===== config.mk =====
export PLATFORM = sky130hd
export DESIGN_NAME = vram_wctrl
export DESIGN_NICKNAME = d
export VERILOG_FILES = /design/src/rtl/vram_wctrl.sv
export SDC_FILE = /design/constraint.sdc
export NUM_CORES = 1
export LEC_CHECK = 0
export ABC_AREA = 1
export CAP_MARGIN = 10
export CELL_PAD_IN_SITES_DETAIL_PLACEMENT = 0
export CELL_PAD_IN_SITES_GLOBAL_PLACEMENT = 1
export CORE_MARGIN = 1
export CORE_UTILIZATION = 29
export CTS_CLUSTER_DIAMETER = 40
export DETAILED_ROUTE_END_ITERATION = 10
export PLACE_DENSITY = 0.85
export SLEW_MARGIN = 20
export SYNTH_ARGS = -nofsm -noshare
export SYNTH_HDL_FRONTEND = slang
export SYNTH_SLANG_ARGS = --single-unit

===== constraint.sdc =====
create_clock -name ACLK -period 1.6 [get_ports ACLK]
set_input_delay 0.16 -clock ACLK [delete_from_list [all_inputs] [get_ports ACLK]]
set_output_delay 0.16 -clock ACLK [all_outputs]
set_load 0.01 [all_outputs]

===== src/rtl/vram_wctrl.sv =====
// rtl/vram_wctrl.sv - AXI4 write master streaming one frame from a FWFT FIFO into VRAM
// Fixed 32-beat x 4-byte INCR bursts, one burst outstanding at a time.
module vram_wctrl #(
  parameter int unsigned FRAME_BYTES = 1228800  // nonzero multiple of 128
) (
  input  logic        ACLK,
  input  logic        ARST,
  output logic [31:0] AWADDR,
  output logic [7:0]  AWLEN,
  output logic [2:0]  AWSIZE,
  output logic [1:0]  AWBURST,
  output logic        AWVALID,
  input  logic        AWREADY,
  output logic [31:0] WDATA,
  output logic [3:0]  WSTRB,
  output logic        WLAST,
  output logic        WVALID,
  input  logic        WREADY,
  input  logic [1:0]  BRESP,
  input  logic        BVALID,
  output logic        BREADY,
  input  logic        CAPSTART,
  input  logic        CAPON,
  input  logic [29:0] CAPADDR,
  input  logic [31:0] FIFODATA,
  input  logic        FIFOREADY,
  output logic        FIFORD,
  output logic        BUSY,
  output logic        DONE,
  output logic        ERR
);

  typedef enum logic [2:0] {HALT, WAITFIFO, SETADDR, WRITING, WAITRESP} state_t;

  localparam logic [29:0] FRAME_END = 30'(FRAME_BYTES);

  state_t      state;
  logic [2:0]  sync_ff;
  logic [29:0] base;
  logic [29:0] addrcnt;
  logic [4:0]  beatcnt;
  logic        awvalid_r;
  logic        wvalid_r;
  logic        bready_r;
  logic        err_r;
  logic        start;
  logic        last_burst;

  // CAPSTART is asynchronous; only a rising edge seen after the synchronizer starts a frame.
  assign start      = CAPON & (sync_ff[2:1] == 2'b01);
  assign last_burst = (addrcnt == FRAME_END);

  always_ff @(posedge ACLK) begin
    if (ARST) begin
      state     <= HALT;
      sync_ff   <= 3'b000;
      base      <= '0;
      addrcnt   <= '0;
      beatcnt   <= '0;
      awvalid_r <= 1'b0;
      wvalid_r  <= 1'b0;
      bready_r  <= 1'b0;
      err_r     <= 1'b0;
    end else begin
      sync_ff <= {sync_ff[1:0], CAPSTART};
      case (state)
        HALT: begin
          if (start) begin
            base    <= CAPADDR;
            addrcnt <= '0;
            err_r   <= 1'b0;
            state   <= WAITFIFO;
          end
        end
        WAITFIFO: begin
          if (FIFOREADY) begin
            awvalid_r <= 1'b1;
            state     <= SETADDR;
          end
        end
        SETADDR: begin
          if (AWREADY) begin
            awvalid_r <= 1'b0;
            wvalid_r  <= 1'b1;
            addrcnt   <= addrcnt + 30'h80;
            state     <= WRITING;
          end
        end
        WRITING: begin
          if (WREADY) begin
            if (beatcnt == 5'd31) begin
              beatcnt  <= '0;
              wvalid_r <= 1'b0;
              bready_r <= 1'b1;
              state    <= WAITRESP;
            end else begin
              beatcnt <= beatcnt + 5'd1;
            end
          end
        end
        WAITRESP: begin
          // An error response is recorded but the frame keeps going.
          if (BVALID) begin
            bready_r <= 1'b0;
            if (BRESP != 2'b00) err_r <= 1'b1;
            state <= last_burst ? HALT : WAITFIFO;
          end
        end
        default: state <= HALT;
      endcase
    end
  end

  assign AWADDR  = {2'b00, base + addrcnt};
  assign AWLEN   = 8'd31;
  assign AWSIZE  = 3'b010;
  assign AWBURST = 2'b01;
  assign AWVALID = awvalid_r;
  assign WDATA   = FIFODATA;
  assign WSTRB   = 4'hF;
  assign WVALID  = wvalid_r;
  assign WLAST   = wvalid_r & (beatcnt == 5'd31);
  assign BREADY  = bready_r;
  assign FIFORD  = wvalid_r & WREADY;
  assign BUSY    = (state != HALT);
  assign DONE    = bready_r & BVALID & last_burst;
  assign ERR     = err_r;

endmodule


* Word-level counts from Yosys, hierarchy flattened
Index checks and enable logic that the tools add are counted.
** Storage, ports and cells
- Register bits :: 75
- Logic and storage cells :: 74
- Input bits :: 72
** Operators by class
- Equal/unequal tests :: 14
- Bitwise operators :: 5
- Reductions and logical operators :: 16
- Add/subtract/negate cells :: 3
- Mux-type cells :: 27
** Operators with widths (number)
- $mux W30 :: 2
- $pmux W30 S2 :: 1
- $add A30 B30 Y30 :: 1
- $add A30 B8 Y30 const B :: 1
- $eq A30 B21 Y1 const B :: 1
- $mux W3 :: 6
- $pmux W3 S5 :: 1
- $ne A2 B2 Y1 const B :: 7
- $mux W1 :: 12
- $reduce_and A4 Y1 :: 3
- $reduce_bool A2 Y1 :: 6
- $pmux W1 S2 :: 4
- $eq A3 B2 Y1 const B :: 2
- $reduce_and A3 Y1 :: 2
- $reduce_and A6 Y1 :: 1
- $add A5 B1 Y5 const B :: 1
- $and A1 B1 Y1 :: 5
- $eq A5 B5 Y1 const B :: 1
- $mux W5 :: 1
- $reduce_and A2 Y1 :: 2
- $eq A3 B1 Y1 const B :: 1
- $eq A3 B3 Y1 const B :: 1
- $logic_not A3 Y1 :: 1
- $reduce_bool A3 Y1 :: 1
- $eq A2 B1 Y1 const B :: 1

* Logic depth before layout (Yosys ltp)
Gate-level depths: netlist of run 1.
- Depth in word-level cells :: 4
- Depth in mapped cells :: 12

* Least setup slack after synthesis of run 1
OpenSTA, ideal clock, no wires.
- Path type :: flip-flop to output port
- Start point :: register addrcnt[18]
- End point :: output AWADDR[24]
- Slack :: -0.061 ns
- Stages on the path, launching flop included :: 10
- Buffers on the path :: 0
- Arrival time :: 1.501 ns
- Path through :: dfxtp_1 ha_1 nand2_1 nor2_1 inv_1 nor3_1 nand4_1 nand3_1 nand2_1 nand2_1
** On the way
- Cells in the longest elaborated chain, start to end :: 1
** Ends and longest elaborated chain
- start: declaration :: line 40 : logic [29:0] addrcnt;
- start signal: assignment :: line 85 : addrcnt <= addrcnt + 30'h80;
- $add A30 B30 Y30 :: line 114 : assign AWADDR = {2'b00, base + addrcnt};
- end: declaration :: line 8 : output logic [31:0] AWADDR,
No other way between the ends.

* Final worst setup path of run 1
- Start point :: register base[17]
- End point :: output AWADDR[22]
** On the way
- Cells in the longest elaborated chain, start to end :: 1
** Ends and longest elaborated chain
- start: declaration :: line 39 : logic [29:0] base;
- start signal: assignment :: line 57 : base <= '0;
- start signal: assignment :: line 69 : base <= CAPADDR;
- $add A30 B30 Y30 :: line 114
No other way between the ends.

==> results.json, run 1 <==
{
  "min_path_cells": 0,
  "yosys_warnings": 0,
  "hold_viol_final": 0,
  "endpoint_kind": "output pin",
  "grt_pass1_wl_um": 26500,
  "path_delay_family": "compound AO/OA/AOI/OAI gates",
  "async_flop_share_pct": 0,
  "drt-initial-drc-count": 327,
  "cts_buffers": 9,
  "num_vias": 5627,
  "drive_gt1_share_pct": 42.1,
  "status": "complete, but fails checks",
  "synthFlopType": "dfxtp_1",
  "rsz0062_at_grt": "true",
  "synth_edf_count": 0,
  "grt_pass1_vias": 5508,
  "path_buf_inv": 3,
  "cts.clk_slew.worst_paths_ps": 60,
  "avgRoutedWirePerCell_um": 15.1,
  "clockRootBuffer": "clkbuf_16",
  "clk_latency_ps": 350,
  "p_leak_nw": 3.77,
  "skew_ps": 9.55,
  "ant_nets": 0,
  "whs_ps": 320,
  "synthXorXnorAreaFrac_pct": 2.61,
  "post-route-period-util_pct": 135,
  "violations": "negative setup slack",
  "netlist.area_leader.share_pct": 27.0,
  "ys_seq_area_share_pct": 27.0,
  "grt_usage_pct": 18.8,
  "cp-start-kind": "flop",
  "r2r_cells": 10,
  "period_minus_slack_ps": 2160,
  "synth-seq-cells": 68,
  "wl_um": 17700,
  "postLayoutSetupSlackWorst_ps": -557,
  "cts_tree": "done",
  "synth_top_family_by_area": "simple AND/OR/NAND/NOR gates",
  "initial_core_util_pct": 30.1,
  "dr.pass1.iters": 5,
  "cts_htree_levels": 3,
  "final_util_pct": 48.8,
  "hp-class": "in2out",
  "avgSynthCellArea_um2": 6.47,
  "hold_start": "FIFODATA[0]",
  "area_growth_pct": 62.5,
  "min_to": "WDATA[0]",
  "power.density_mw_per_mm2": 714,
  "die_w_um": 134,
  "max_freq_mhz": 464,
  "yosys-top-cells-count": "nand2_1 (169), nor2_1 (132), inv_1 (72)",
  "viasPerCell": 4.78,
  "grt_max_degree": 36,
  "postCtsHoldBufs": 0,
  "antenna_found_initial": 0,
  "maxCapViolations": 0,
  "final_net_count": 1050,
  "required_ps": 1440,
  "critPathMostFrequentCell": "nand2_1",
  "std_cell_rows": 47,
  "setup_viol": 22,
  "yosys.area_share.adder_pct": 6.46,
  "critPathKind": "reg2out",
  "num_io_pins": 161,
  "regToRegSetupSlack_ps": 30,
  "gp_congestion": 0.888,
  "synth_mux_area_share_pct": 0,
  "diodes": 0,
  "clock-sinks": 68,
  "finalPower_mw": 5.84,
  "fin_tns_setup_ps": -9280,
  "max_stage_delay_ps": 340,
  "cp_max_fo": 4,
  "slowest_stage": "dfxtp_2",
  "r2r_start": "beatcnt[1]$_SDFFE_PP0P_",
  "grt-ovfl-total": 0,
  "drc_errors": 0,
  "synth_cell_types": 40,
  "netlist_area_mm2": 0.00504,
  "synth_largest_area_cell": "dfxtp_1",
  "netlist_instances": 778,
  "critPathArrivalTime_ps": 2000,
  "synth-compound-area-share_pct": 12.4,
  "r2r_end": "state[1]$_SDFFE_PP0P_",
  "slew_violations": 0,
  "die_y_um": 134,
  "port_buffers": 77,
  "nFillCells": 1599,
  "synth_area_leaders": "dfxtp_1 (27%), nand2_1 (13%), nor2_1 (9.8%)",
  "crit_chain": "ha_4 > buf_4 > a21oi_4 > o21ai_4 > buf_4 > a21oi_2 > nand2_1 > nand2_1 > nand2_1 > buf_2",
  "yosysMostFrequentCell": "nand2_1",
  "core_area_mm2": 0.0168,
  "place_hpwl_um": 11900,
  "cts_max_path_buffers": 2,
  "yosys.area_share.simple_pct": 36.0,
  "ir_drop_mv": 0.559,
  "die-area_mm2": 0.0179
}
## cell usage in the layout (no fill, tap or decap), types with 9 or more instances in the layout
master / instances
xor2_1: 9
nor3_1: 12
nand4_1: 17
nand2_1: 124
buf_4: 108
clkdlybuf4s50_1: 47
buf_2: 24
inv_1: 59
conb_1: 20
a21oi_2: 10
nand3_1: 24
o21ai_0: 40
o21ai_1: 11
nand2_2: 28
dfxtp_2: 33
clkbuf_16: 9
ha_4: 24
dfxtp_1: 30
o21ai_2: 10
inv_2: 15
nor2_2: 12
a21oi_4: 9
buf_6: 23
nor2_4: 23
nor2_1: 107
nand2_4: 21
a21oi_1: 33
## worst reg2reg max path: cells and delay by family (launching register included)
family                   cells  cell delay, ps
AO/OA/AOI/OAI                2             200
AND/OR/NAND/NOR              4             410
buffers and inverters        2             140
flip-flops                   1             350
adder cells (fa/ha/maj)      2             350
## how the worst max path moves through the flow
stage / endpoint / startpoint / slack (ps) / cells past startpoint
finish: AWADDR[22] / base[17]$_SDFFE_PP0P_ / -560 / 10
floorplan: AWADDR[24] / addrcnt[17]$_SDFFE_PP0P_ / -10 / 9
detailed placement: AWADDR[25] / base[13]$_SDFFE_PP0P_ / -690 / 10
global route: AWADDR[22] / addrcnt[20]$_SDFFE_PP0P_ / -660 / 8
global placement: AWADDR[25] / base[13]$_SDFFE_PP0P_ / -680 / 10
CTS: AWADDR[24] / addrcnt[16]$_SDFFE_PP0P_ / -470 / 10
## layout make-up
cell class	instances	area [µm²]	area share, %
clock buffer	12	256	3.13
clock inverter	4	95.1	1.16
inverter	78	299	3.65
multi-input combinational	582	4010	49.0
sequential	68	1420	17.4
tap	220	275	3.36
timing repair buffer	213	1820	22.3
## power breakdown
group | internal, mW | switching [mW] | total [mW]
logic | 0.708 | 0.838 | 1.55
registers | 1.80 | 0.110 | 1.91
clock network | 1.61 | 0.777 | 2.38
total | 4.11 | 1.73 | 5.84
## flip-flops by register name (all words and copies together) (netlist names)
signal   cells
BREADY       1
AWVALID      1
sync_ff      3
addrcnt     23
beatcnt      5
state        3
base        30
ERR          1
WVALID       1
## per-layer routing
metal,wire (µm),GRT usage (%),part of all wire [%],vias up
met1,7410,21.7,42,2599
met4,669,8.21,3.8,0
met5,0,0,0,-
met2,8930,33.4,50,183
met3,706,3.70,4.0,57
li1,-,-,-,2788
## cell families (layout without fill, tap and decap cells)
logic type / count (synthesis) / in the layout
adders and majority gates: 26 / 26
and+or+nand+nor: 400 / 400
xor gates and xnor gates: 15 / 15
buffers and inverters: 146 / 307
other: 2 / 20
DFF: 68 / 68
AOI/OAI and AO/OA: 121 / 121
## per-stage QoR
step           std cells  area (µm²)  worst slack [ps]
2_1_floorplan        796        5190             -10.9
3_3_place_gp        1135        6630              -682
3_5_place_dp        1135        6630              -686
4_1_cts             1169        7770              -472
5_1_grt             1177        8180              -656
6_report            1177        8180              -557
## timing repair
action,4_1_cts,5_1_grt
setup buffers,18,12
pin swaps,90,67
gates resized for setup,301,97
endpoints found under the setup margin,36,44
(Power assumes the default switching activity.)
==> inputs of run 2 (changes only) <==
- CTS_CLUSTER_SIZE: unset -> 25
- SLEW_MARGIN: 20 -> unset
==> results of run 2 <==
No change in the layout: final DEF, timing and power equal those of run 1.
